`config.mk`:
```
export PLATFORM = sky130hd
export DESIGN_NAME = cache_mem_arbiter
export DESIGN_NICKNAME = d
export VERILOG_FILES = /design/src/rtl/cache_mem_arbiter.sv
export SDC_FILE = /design/constraint.sdc
export NUM_CORES = 1
export LEC_CHECK = 0
export BUFFER_PORTS_ARGS = -buffer_cell sky130_fd_sc_hd__clkbuf_2
export CAP_MARGIN = 25
export CORE_AREA = 2 2 357 359
export DETAILED_ROUTE_END_ITERATION = 8
export DIE_AREA = 0 0 359 361
export GPL_TIMING_DRIVEN = 0
export REMOVE_ABC_BUFFERS = 1
export SYNTH_ARGS = -nofsm -noshare
export SYNTH_HDL_FRONTEND = slang
export SYNTH_SLANG_ARGS = --single-unit
```
`constraint.sdc`:
```
create_clock -name clock -period 1.82 [get_ports clock]
set_input_delay 0.091 -clock clock [delete_from_list [all_inputs] [get_ports clock]]
set_output_delay 0.091 -clock clock [all_outputs]
set_load 0.1 [all_outputs]
```
`src/rtl/cache_mem_arbiter.sv`:
```
// Two-port Wishbone classic arbiter: I-cache (port 0) and D-cache (port 1) share one memory port.
// Define ARBITER_ROUND_ROBIN_EN to alternate on conflicts; otherwise port 1 has fixed priority.
module cache_mem_arbiter #(
  parameter int ADDR_SIZE  = 32,
  parameter int BLOCK_SIZE = 128,
  parameter int SEL_SIZE   = 16
) (
  input  logic                       clock,
  input  logic                       reset,
  input  logic [1:0]                 req_cyc,
  input  logic [1:0]                 req_stb,
  input  logic [1:0]                 req_we,
  input  logic [1:0][ADDR_SIZE-1:0]  req_addr,
  input  logic [1:0][SEL_SIZE-1:0]   req_sel,
  input  logic [1:0][BLOCK_SIZE-1:0] req_dat_o,
  output logic [1:0]                 req_ack,
  output logic [1:0][BLOCK_SIZE-1:0] req_dat_i,
  output logic                       mem_cyc,
  output logic                       mem_stb,
  output logic                       mem_we,
  output logic [ADDR_SIZE-1:0]       mem_addr,
  output logic [SEL_SIZE-1:0]        mem_sel,
  output logic [BLOCK_SIZE-1:0]      mem_dat_o,
  input  logic [BLOCK_SIZE-1:0]      mem_dat_i,
  input  logic                       mem_ack
);

  localparam int NUM_PORTS = 2;

  localparam logic [1:0] IDLE = 2'd0;
  localparam logic [1:0] OWN0 = 2'd1;
  localparam logic [1:0] OWN1 = 2'd2;

  typedef struct packed {
    logic                  cyc;
    logic                  stb;
    logic                  we;
    logic [ADDR_SIZE-1:0]  addr;
    logic [SEL_SIZE-1:0]   sel;
    logic [BLOCK_SIZE-1:0] dat;
  } wb_req_t;

  wb_req_t [NUM_PORTS-1:0] req;
  wb_req_t                 mem_req;

  logic [1:0] state, state_nxt;
  logic       last_grant, last_grant_nxt;
  logic       owner, owner_vld, conflict_win;
  logic [1:0] req_vld;

  for (genvar i = 0; i < NUM_PORTS; i++) begin : g_port
    assign req[i]       = '{cyc: req_cyc[i], stb: req_stb[i], we: req_we[i],
                            addr: req_addr[i], sel: req_sel[i], dat: req_dat_o[i]};
    assign req_vld[i]   = req_cyc[i] & req_stb[i];
    assign req_ack[i]   = !reset && owner_vld && (owner == 1'(i)) && mem_ack;
    assign req_dat_i[i] = reset ? '0 : mem_dat_i;
  end

  assign owner     = (state == OWN1);
  assign owner_vld = !reset && ((state == OWN0) || (state == OWN1));
  assign mem_req   = owner_vld ? req[owner] : '0;

  assign mem_cyc   = mem_req.cyc;
  assign mem_stb   = mem_req.stb;
  assign mem_we    = mem_req.we;
  assign mem_addr  = mem_req.addr;
  assign mem_sel   = mem_req.sel;
  assign mem_dat_o = mem_req.dat;

`ifdef ARBITER_ROUND_ROBIN_EN
  assign conflict_win = ~last_grant;
`else
  assign conflict_win = 1'b1;
`endif

  always_comb begin
    state_nxt      = state;
    last_grant_nxt = last_grant;
    case (state)
      IDLE: begin
        if (req_vld == 2'b11)  state_nxt = conflict_win ? OWN1 : OWN0;
        else if (req_vld[0])   state_nxt = OWN0;
        else if (req_vld[1])   state_nxt = OWN1;
      end
      OWN0, OWN1: begin
        // Ack wins over a same-cycle abort so a completed transfer is always recorded.
        if (mem_ack) begin
          state_nxt      = IDLE;
          last_grant_nxt = owner;
        end else if (!req_cyc[owner]) begin
          state_nxt = IDLE;
        end
      end
      default: state_nxt = IDLE;
    endcase
  end

  always_ff @(posedge clock or posedge reset) begin
    if (reset) begin
      state      <= IDLE;
      last_grant <= 1'b1;
    end else begin
      state      <= state_nxt;
      last_grant <= last_grant_nxt;
    end
  end

endmodule

```
==> results by group <==
Power and ir drop
  • Pwr/cell area: 1810 nW/um^2
  • P_int: 9.79 mW
  • Reg power frac: 0.3%
  • LEAKAGE: 7.27 nW
  • Comb pwr share: 98.5%
  • Clock power share: 1.2%
  • Switch Pwr: 17.7 mW
  • Net Sw Frac: 64.4%
  • Peak VDD IR: 656 uV

Cells and area
  • Fraction of layout cells with a size suffix above 1: 82.5%
  • Area Growth Syn to Fin: 294%
  • Post-route insts no fill: 3,003
  • Max FFs per register: 2
  • Nets: 1,837
  • Final Cell Area: 15,200 um^2
  • Biggest regs: state: 2 flops
  • Reg with most FFs: state

Logic synthesis
  • Syn avg cell area: 7.52 um^2
  • Synthesized area: 3850 um^2
  • Netlist cell types: 25
  • Synth Register Bits: 2
  • Top post-synthesis cells by area: a22o_1 (40%), buf_4 (25%), nor2b_1 (21%)
  • Sequential share of the synthesized area: 1.30%
  • Yosys top cell by area: a22o_1
  • YS warnings: 0
  • Post-synth top area share: 40.5%
  • Post-Synthesis Cells: 512

Die
  • Die Width: 359 um
  • Die height: 361 um
  • Starting density of the core: 3.07%
  • Core Area: 125,000 um^2
  • Floorplan row count: 130
  • Die area: 130,000 um^2
  • IO Pins: 926

Timing
  • Final setup skew: 0.000361 ns
  • Max Clock Freq: 0.440 GHz
  • Final Critical Period: 2.27 ns
  • Hold Violations, Final: 0
  • Period utilisation layout: 125%
  • RSZ-0062 raised after global routing: true
  • Final setup viols: 180
  • Pin slew with the least headroom to its limit: 0.907 ns
  • Rel. slew slack: 39.8%
  • Fin Hold WS: 0.206 ns
  • Final Slew Violations: 0
  • Final WS setup: -0.453 ns
  • Setup TNS Final: -66.36 ns

Route
  • Routed len/inst: 35.1 um
  • 1st-pass router iterations: 5
  • Final wirelength: 106,000 um
  • DR vias: 8,196
  • Post-route ant nets: 0
  • DR iter-0 viols: 321
  • # DRC: 0
  • Vias per inst: 2.73

Setup path
  • Worst setup SP type: register
  • Cells on worst reg2reg path: 6
  • RR Endpoint: state[1]$_DFFE_PP0P_
  • Critical path class: register to primary output
  • CP max-delay cell: dfrtp_1
  • Crit path max fanout: 8
  • Crit path arrival time: 2.18 ns
  • R2R Setup Slk: 0.10 ns
  • WP data required: 1.73 ns
  • CP Cell Sequence: inv_2, ha_4, nand2b_4, nor2_4, buf_6, buf_12, buf_16, clkbuf_16, a22o_4, clkbuf_16
  • Crit Reg-Reg Startpoint: state[1]$_DFFE_PP0P_
  • CP max stage delay: 0.36 ns
  • Critical path endpoint category: primary output
  • Cell repeated most along the worst path: clkbuf_16
  • WP buf/inv: 6
  • Crit path max-delay family: buffers and inverters

Global route
  • Initial antenna violation count: 80
  • GRT Util Overall: 14.7%
  • Wire length of the first global-routing pass: 118,000 um
  • Largest net degree at the start of global routing: 72
  • Vias in the first global route: 8,266
  • Overflow after GRT: 0

Status
  • Violations in the final reports: negative setup slack
  • Outcome: finished with violations

Min path
  • WHS Endpoint: state[1]$_DFFE_PP0P_
  • Hold Path Depth: 2
  • Hold WC Path Type: primary input to register
  • Min-delay src: req_stb[1]

Clock tree
  • Clock transition at path regs: 0.03 ns
  • CTS tree: done
  • CTS H-Tree Depth: 1
  • CTS Root Cell: clkbuf_16
  • Worst skew pair latency: 0.22 ns
  • Maximum root-to-sink buffer count: 2
  • Clock Sinks: 2
  • Cts bufs inserted: 3

Placement
  • Placer congestion estimate: 0.854
  • IO buf count: 925
  • Area after DPL: 9460 um^2
  • Inst Count DP: 2,914
  • Detailed placement HPWL: 90,600 um

Flow run
  • Max-cap violations: 0
[routing by layer]
metal	track usage (%)	wire length (um)	share of wire, %
met1	12.8	32700	31
met2	26.0	51300	49
met3	13.5	20000	19
met4	0.397	845	0.80
met5	0	741	0.70
[synthesized netlist by cell type]
master	instances
buf_1	9
and2_1	3
nand2b_4	1
o21ai_0	1
nor2_1	1
buf_2	19
ha_1	2
nor2_4	1
mux2i_1	1
a22o_1	178
clkbuf_1	11
inv_1	2
or2_1	1
o22ai_1	1
and3_1	1
a22oi_1	1
dfrtp_1	2
a41o_1	1
nand3b_1	1
nand2_1	3
buf_4	130
inv_2	1
nor2b_1	128
nand2b_1	1
buf_6	12
[area by class of cell]
| cell class | instances | area (um^2) |
|---|---|---|
| Inverter | 3 | 11.3 |
| Tap cell | 1650 | 2060 |
| Sequential cell | 2 | 50.0 |
| Fill cell | 14416 | 110000 |
| Clock buffer | 3 | 75.1 |
| Timing Repair Buffer | 1004 | 9590 |
| Multi-Input combinational cell | 332 | 3350 |
| Antenna cell | 9 | 22.5 |
[cells by family (layout without fill, tap and decap cells)]
family / count (synthesis) / count (layout) / share of synthesized area, %
AND/OR/NAND/NOR: 141 / 147 / 23.0
adder cells (fa/ha/maj): 2 / 2 / 0.650
multiplexers: 1 / 1 / 0.260
other: 0 / 9 / 0
flip-flops: 2 / 2 / 1.30
buffers and inverters: 184 / 1010 / 33.6
AO/OA/AOI/OAI: 182 / 182 / 41.2
[metrics by stage]
stage	power (mW)	setup slack [ns]	util (%)
after floorplan	13.4	-3.21	-
after detailed placement	18.7	-1.39	7.54
after global routing	28.3	-0.483	12.1
final	27.5	-0.453	12.1
after CTS	25.5	-0.465	10.8
after global placement	15.7	-7.95	7.39
[power by group through the flow]
stage / combinational (mW) / clock, mW / sequential, mW
2_1_floorplan: 13.3 / 0 / 0.0732
4_1_cts: 25.1 / 0.346 / 0.0747
5_1_grt: 27.9 / 0.354 / 0.0769
6_report: 27.1 / 0.339 / 0.0766
3_3_place_gp: 15.6 / 0 / 0.0740
3_5_place_dp: 18.6 / 0 / 0.0767
[how the worst max path moves through the flow]
stage | startpoint | end | slack [ns] | cells past startpoint
2_1_floorplan | state[1]$_DFFE_PP0P_ | mem_addr[0] | -3.21 | 4
3_3_place_gp | reset | mem_dat_o[107] | -7.95 | 5
3_5_place_dp | reset | mem_dat_o[72] | -1.39 | 9
4_1_cts | state[1]$_DFFE_PP0P_ | mem_dat_o[74] | -0.47 | 10
5_1_grt | state[0]$_DFFE_PP0P_ | mem_dat_o[45] | -0.48 | 10
6_report | state[0]$_DFFE_PP0P_ | mem_dat_o[106] | -0.45 | 10
[layout by cell type, fill, tap and decap left out, types with 2 or more instances in the layout]
cell	count
a22o_1	94
a22o_4	84
and2_4	2
and3_4	7
buf_12	38
buf_16	15
buf_4	15
buf_6	10
buf_8	11
clkbuf_16	174
clkbuf_2	743
dfrtp_1	2
diode_2	9
ha_4	2
inv_2	3
nand2_1	3
nor2b_1	128
[timing repair]
| action | in CTS | in global routing |
|---|---|---|
| endpoints found under the setup margin | 188 | 181 |
| pin swaps | 76 | 76 |
| setup buffers | 23 | 18 |
| gates cloned | 13 | 26 |
| resized for setup | 553 | 182 |
| hold buffers | 0 | 0 |
No activity file was read; power rests on OpenSTA's default activity.
